<file path="src/rtl/pkg_compuertas.sv">
// Shared types and constants for the logic-gate self-test sequencer.
// Bit indices follow the gate block's output numbering: salida_1 (NOT A) is bit 0.
package pkg_compuertas;

  localparam int NUM_SALIDAS  = 7;
  localparam int NUM_VECTORES = 4;
  localparam int ERR_W        = 5;

  localparam int IDX_NOT  = 0;
  localparam int IDX_AND  = 1;
  localparam int IDX_OR   = 2;
  localparam int IDX_XOR  = 3;
  localparam int IDX_NAND = 4;
  localparam int IDX_NOR  = 5;
  localparam int IDX_XNOR = 6;

  typedef enum logic [1:0] {
    REPOSO    = 2'd0,
    ESPERAR   = 2'd1,
    MUESTREAR = 2'd2,
    FIN       = 2'd3
  } estado_t;

  function automatic logic [2:0] popcount7(input logic [NUM_SALIDAS-1:0] v);
    logic [2:0] s;
    s = '0;
    for (int i = 0; i < NUM_SALIDAS; i++) s = s + {2'b00, v[i]};
    return s;
  endfunction

endpackage

</file>
<file path="src/rtl/prueba_compuertas_if.sv">
// Bundle between the self-test sequencer (master) and whoever drives the start
// pulse, feeds back the gate outputs and reads the results (slave).
interface prueba_compuertas_if;
  import pkg_compuertas::*;

  logic                   iniciar;
  logic [NUM_SALIDAS-1:0] salidas_dut;
  logic                   entrada_A;
  logic                   entrada_B;
  logic [1:0]             indice_vector;
  logic                   ocupado;
  logic                   terminado;
  logic                   aprobado;
  logic [ERR_W-1:0]       errores;
  logic [NUM_SALIDAS-1:0] mapa_fallas;

  modport master (
    input  iniciar, salidas_dut,
    output entrada_A, entrada_B, indice_vector, ocupado, terminado,
           aprobado, errores, mapa_fallas
  );

  modport slave (
    output iniciar, salidas_dut,
    input  entrada_A, entrada_B, indice_vector, ocupado, terminado,
           aprobado, errores, mapa_fallas
  );

endinterface

</file>
<file path="src/rtl/modelo_compuertas.sv">
// Golden combinational model of the seven two-input gates, one bit per gate.
module modelo_compuertas
  import pkg_compuertas::*;
(
  input  logic                   A,
  input  logic                   B,
  output logic [NUM_SALIDAS-1:0] expected
);

  always_comb begin
    expected            = '0;
    expected[IDX_NOT]   = ~A;
    expected[IDX_AND]   = A & B;
    expected[IDX_OR]    = A | B;
    expected[IDX_XOR]   = A ^ B;
    expected[IDX_NAND]  = ~(A & B);
    expected[IDX_NOR]   = ~(A | B);
    expected[IDX_XNOR]  = ~(A ^ B);
  end

endmodule

</file>
<file path="src/rtl/prueba_compuertas.sv">
// Self-test sequencer: sweeps A/B over 00,01,10,11, lets each vector settle,
// then compares the gate outputs against modelo_compuertas and accumulates results.
module prueba_compuertas
  import pkg_compuertas::*;
#(
  parameter int unsigned SETTLE_CYCLES = 1  // legal range 1..15
) (
  input logic                 clk,
  input logic                 rst,
  prueba_compuertas_if.master bus
);

  localparam logic [3:0] CUENTA_FIN = 4'(SETTLE_CYCLES - 1);

  estado_t                estado;
  logic [3:0]             cuenta;
  logic [1:0]             vector;
  logic [NUM_SALIDAS-1:0] esperado;
  logic [NUM_SALIDAS-1:0] discrepancia;
  logic [ERR_W-1:0]       errores_sig;
  logic [NUM_SALIDAS-1:0] mapa_sig;

  // The reference follows the vector register, which equals the driven
  // stimulus by the time MUESTREAR is reached.
  modelo_compuertas u_modelo (
    .A        (vector[1]),
    .B        (vector[0]),
    .expected (esperado)
  );

  always_comb begin
    discrepancia = bus.salidas_dut ^ esperado;
    errores_sig  = bus.errores + ERR_W'(popcount7(discrepancia));
    mapa_sig     = bus.mapa_fallas | discrepancia;
  end

  assign bus.indice_vector = vector;

  // NOTE: every register below uses non-blocking assignment so all state
  // updates on an edge see the pre-edge values, independent of statement order.
  always_ff @(posedge clk) begin
    if (rst) begin
      estado          <= REPOSO;
      cuenta          <= '0;
      vector          <= '0;
      bus.entrada_A   <= 1'b0;
      bus.entrada_B   <= 1'b0;
      bus.ocupado     <= 1'b0;
      bus.terminado   <= 1'b0;
      bus.aprobado    <= 1'b0;
      bus.errores     <= '0;
      bus.mapa_fallas <= '0;
    end else begin
      unique case (estado)
        REPOSO: begin
          if (bus.iniciar) begin
            estado          <= ESPERAR;
            vector          <= '0;
            cuenta          <= '0;
            bus.ocupado     <= 1'b1;
            bus.errores     <= '0;
            bus.mapa_fallas <= '0;
            bus.aprobado    <= 1'b0;
          end
        end

        ESPERAR: begin
          bus.entrada_A <= vector[1];
          bus.entrada_B <= vector[0];
          cuenta        <= cuenta + 4'd1;
          if (cuenta == CUENTA_FIN) estado <= MUESTREAR;
        end

        MUESTREAR: begin
          bus.errores     <= errores_sig;
          bus.mapa_fallas <= mapa_sig;
          // Flags are registered on entry to FIN so they are visible during it.
          if (vector == 2'd3) begin
            estado        <= FIN;
            bus.ocupado   <= 1'b0;
            bus.terminado <= 1'b1;
            bus.aprobado  <= (errores_sig == '0);
          end else begin
            vector <= vector + 2'd1;
            cuenta <= '0;
            estado <= ESPERAR;
          end
        end

        FIN: begin
          bus.terminado <= 1'b0;
          estado        <= REPOSO;
        end

        default: estado <= REPOSO;
      endcase
    end
  end

endmodule

</file>
<file path="src/flat_wrapper.sv">
// flat-port wrapper written by rule: the top's interface ports become plain ports
module prueba_compuertas_flat import pkg_compuertas::*;
#(
  parameter int unsigned SETTLE_CYCLES = 1                      
)
  (clk, rst, bus_iniciar, bus_salidas_dut, bus_entrada_A, bus_entrada_B, bus_indice_vector, bus_ocupado, bus_terminado, bus_aprobado, bus_errores, bus_mapa_fallas);
  prueba_compuertas_if bus_i ();
  input logic clk;
  input logic rst;
  input wire logic [$bits(bus_i.iniciar)-1:0] bus_iniciar;
  input wire logic [$bits(bus_i.salidas_dut)-1:0] bus_salidas_dut;
  output wire logic [$bits(bus_i.entrada_A)-1:0] bus_entrada_A;
  output wire logic [$bits(bus_i.entrada_B)-1:0] bus_entrada_B;
  output wire logic [$bits(bus_i.indice_vector)-1:0] bus_indice_vector;
  output wire logic [$bits(bus_i.ocupado)-1:0] bus_ocupado;
  output wire logic [$bits(bus_i.terminado)-1:0] bus_terminado;
  output wire logic [$bits(bus_i.aprobado)-1:0] bus_aprobado;
  output wire logic [$bits(bus_i.errores)-1:0] bus_errores;
  output wire logic [$bits(bus_i.mapa_fallas)-1:0] bus_mapa_fallas;
  assign bus_i.iniciar = bus_iniciar;
  assign bus_i.salidas_dut = bus_salidas_dut;
  assign bus_entrada_A = bus_i.entrada_A;
  assign bus_entrada_B = bus_i.entrada_B;
  assign bus_indice_vector = bus_i.indice_vector;
  assign bus_ocupado = bus_i.ocupado;
  assign bus_terminado = bus_i.terminado;
  assign bus_aprobado = bus_i.aprobado;
  assign bus_errores = bus_i.errores;
  assign bus_mapa_fallas = bus_i.mapa_fallas;
  prueba_compuertas #(.SETTLE_CYCLES(SETTLE_CYCLES)) u_core (.clk(clk), .rst(rst), .bus(bus_i));
endmodule
</file>
<file path="config.mk">
export PLATFORM = sky130hd
export DESIGN_NAME = prueba_compuertas_flat
export DESIGN_NICKNAME = d
export VERILOG_FILES = /design/src/rtl/pkg_compuertas.sv /design/src/rtl/prueba_compuertas_if.sv /design/src/rtl/modelo_compuertas.sv /design/src/rtl/prueba_compuertas.sv /design/src/flat_wrapper.sv
export SDC_FILE = /design/constraint.sdc
export NUM_CORES = 1
export LEC_CHECK = 0
export BUFFER_PORTS_ARGS = -buffer_cell sky130_fd_sc_hd__buf_2
export CAP_MARGIN = 20
export CORE_UTILIZATION = 43
export DETAILED_ROUTE_END_ITERATION = 7
export GPL_TIMING_DRIVEN = 0
export PLACE_DENSITY = 0.65
export SYNTH_ARGS = -nofsm -noshare
export SYNTH_HDL_FRONTEND = slang
export SYNTH_SLANG_ARGS = --single-unit
</file>
<file path="constraint.sdc">
create_clock -name clk -period 8.1 [get_ports clk]
set_clock_uncertainty 0.05 [all_clocks]
set_input_delay 1.62 -clock clk [delete_from_list [all_inputs] [get_ports clk]]
set_output_delay 1.62 -clock clk [all_outputs]
set_load 0.03 [all_outputs]
</file>
==> impl_metrics.tcl <==
set metrics [dict create \
    die_y_um 58.6 \
    p_comb_share_pct 26.2 \
    clock-sinks 25 \
    syn_nets 178 \
    seqPwrFrac_pct 50.6 \
    hpwlAfterDp_um 2150 \
    synthTopCellsByArea "dfxtp_1, ha_1, a21oi_1" \
    slew_viol_final 0 \
    ys_types 41 \
    synth_edf_count 0 \
    ys_seq_elements 25 \
    antenna_found_initial 0 \
    critPathRequiredTime_ns 8.32 \
    yosys.area.top_type_share_pct 36.3 \
    drt_wl_total_um 2720 \
    diodes 0 \
    async_reset_ff_share_pct 0 \
    nets 210 \
    path_max_fanout 2 \
    path_clk_slew_ns 0.14 \
    yosysWarnings 0 \
    synth_cells 154 \
    dpl_cell_area_um2 1570 \
    synth.largest_area_cell "dfxtp_1" \
    grt_pass1_vias 1076 \
    finalSetupViolCount 0 \
    place_congestion 0.795 \
    ys.flop_type "dfxtp_1" \
    switchingPower_uw 81.9 \
    crit_type "input port to register" \
    r2r-start "u_core.bus.indice_vector[1]$_SDFFE_PP0P_" \
    yosysSeqAreaShare_pct 36.3 \
    start_util_pct 45.1 \
    cts_tree "yes" \
    vias 1136 \
    grt_max_degree 16 \
    io_buffers 27 \
    clk_path_buf_depth 2 \
    intPower_uw 173 \
    hp-start "u_core.bus.aprobado$_SDFFE_PP0P_" \
    setup_ws_ns 3.12 \
    drive_above_1_share_pct 22.7 \
    cts_resized 0 \
    die_area_um2 3430 \
    cp_data_arrival_time_ns 5.20 \
    r2r_slack_ns 3.65 \
    holdCritPathClass "register to register" \
    hold_ws_ns 0.418 \
    cap_violations 0 \
    grt_setup_unrepaired "no" \
    leakage_uw 0.000700 \
    holdPathEnd "u_core.bus.aprobado$_SDFFE_PP0P_" \
    grt_pass1_wl_um 4730 \
    ant_nets 0 \
    grtUsageTotal_pct 18.1 \
    route.detailed.drc 0 \
    max_freq_mhz 201 \
    tightestPinTransition_ns 0.529 \
    crit_path_start_kind "input port" \
    syn_area_um2 1380 \
    fin_crit_sh_pct 61.5 \
    holdPathStages 2 \
    r2r_cells 14 \
    h-tree-depth 1 \
    maxSlewHeadroom_pct 64.6 \
    endpoint_kind "register" \
    rr_endpoint "u_core.bus.aprobado$_SDFFE_PP0P_" \
    drt_first_pass_iters 4 \
    io_pins 29 \
    setup_tns_ns 0 \
    fin_crit_ns 4.98 \
    post_drt_via_cell_ratio 4.96 \
    dpl_worst_slack_ns 2.73 \
    cts_root_buf "clkbuf_4" \
    n_fill_cell 306 \
    core_um2 3050 \
    p_sw_share_pct 32.1 \
    clockPowerShare_pct 23.2 \
    hold_buffers 0 \
    outcome "finished clean" \
    wl_per_cell_um 11.9 \
    die_width_um 58.6 \
    cts_made_buffers 3 \
    synth_area_per_cell_um2 8.95 \
    postCtsSetupRepairBufs 0 \
    power_density_nw_per_um2 159 \
    finalHoldViolations 0 \
    area_growth_pct 16.0 \
    rows 20 \
    grt.overflow.total 0 \
    insertion_delay_ns 0.33 \
    max-vdd-ir-drop_uv 94.1 \
    first_iter_violations 71 \
    final_cell_area_um2 1600 \
]
## how the worst max path moves through the flow
stage / start / to / slack [ns]
3_3_place_gp: bus_salidas_dut[0] / u_core.bus.aprobado$_SDFFE_PP0P_ / 2.76
4_1_cts: bus_salidas_dut[0] / u_core.bus.aprobado$_SDFFE_PP0P_ / 3.08
3_5_place_dp: bus_salidas_dut[0] / u_core.bus.aprobado$_SDFFE_PP0P_ / 2.73
6_report: bus_salidas_dut[0] / u_core.bus.aprobado$_SDFFE_PP0P_ / 3.12
2_1_floorplan: bus_salidas_dut[1] / u_core.bus.aprobado$_SDFFE_PP0P_ / 3.08
5_1_grt: bus_salidas_dut[0] / u_core.bus.aprobado$_SDFFE_PP0P_ / 2.96
## cells by family after synthesis
kind of cell    after synthesis  share of synthesized area, %
compound gates               36                          17.1
xor+xnor                     11                          6.99
fa+ha+maj                    14                          14.9
buf+inv                      18                          6.27
flops                        25                          36.3
mux                           2                          1.45
simple gates                 48                          17.0
## placed cells by master, fill, tap and decap left out, types with 2 or more instances in the layout
cell      instances
a21oi_1          19
a22oi_1           3
buf_2            30
buf_4             2
clkbuf_4          3
dfxtp_1          25
fa_1              4
ha_1             10
inv_1             9
mux2i_1           2
nand2_1           8
nand2b_1          6
nand3_1           5
nor2_1           18
nor2b_1           2
nor3_1            2
o21bai_1          2
xnor2_1           5
xor2_1            6
## flip-flops by register name (all words and copies together), names as in the netlist
| signal | flops |
|---|---|
| u_core.estado | 2 |
| u_core.bus.terminado | 1 |
| u_core.bus.ocupado | 1 |
| u_core.bus.mapa_fallas | 7 |
| u_core.bus.entrada_A | 1 |
| u_core.bus.entrada_B | 1 |
| u_core.cuenta | 4 |
| u_core.bus.errores | 5 |
| u_core.bus.indice_vector | 2 |
| u_core.bus.aprobado | 1 |
## critical path, cell delays in order
cell and delay, ns:
buf_2 0.10, xnor2_1 0.19, ha_1 0.29, fa_1 0.51
fa_1 0.42, ha_1 0.20, fa_1 0.52, inv_1 0.07
fa_1 0.54, nand4bb_1 0.12, a2111oi_2 0.30, o2111ai_1 0.16
a21oi_1 0.16
## cells in the mapped netlist, types with 2 or more instances
cell,count
nand2b_1,6
dfxtp_1,25
xor2_1,6
buf_2,3
ha_1,10
o21bai_1,2
nor3_1,2
buf_4,2
nor2b_1,2
fa_1,4
nor2_1,18
inv_1,9
a21oi_1,19
nand2_1,8
mux2i_1,2
a22oi_1,3
xnor2_1,5
nand3_1,5
## layer usage
metal	GRT usage, %	up-vias	part of all wire [%]
met3	3.96	2	2.7
met4	4.08	0	0.73
met2	30.5	16	48
met5	0	-	0
met1	23.6	531	48
li1	-	587	-
## cell type report
cell class                 count  area [um2]  area share [%]
multi-input combinational    111         791            49.5
sequential                    25         500            31.3
timing repair buffer          27         135            8.46
tap                           44        55.1            3.45
buffer                         8        48.8            3.05
inverter                      10        37.5            2.35
clock buffer                   3        22.5            1.41
clock inverter                 1        7.51           0.470
## power by group through the flow
| stage | combinational [uW] | clock (uW) | sequential [uW] |
|---|---|---|---|
| final | 66.8 | 59.0 | 129 |
| after global routing | 76.0 | 67.5 | 130 |
| after CTS | 67.6 | 61.3 | 129 |
| after detailed placement | 67.3 | 0 | 132 |
| after global placement | 64.9 | 0 | 131 |
| after floorplan | 46.1 | 0 | 135 |
## per-stage QoR
step	utilization, %	total power (uW)	instances
2_1_floorplan	-	181	154
3_3_place_gp	51.4	196	225
3_5_place_dp	51.4	199	225
4_1_cts	52.3	258	229
5_1_grt	52.3	273	229
6_report	52.3	255	229
(Power assumes the default switching activity.)
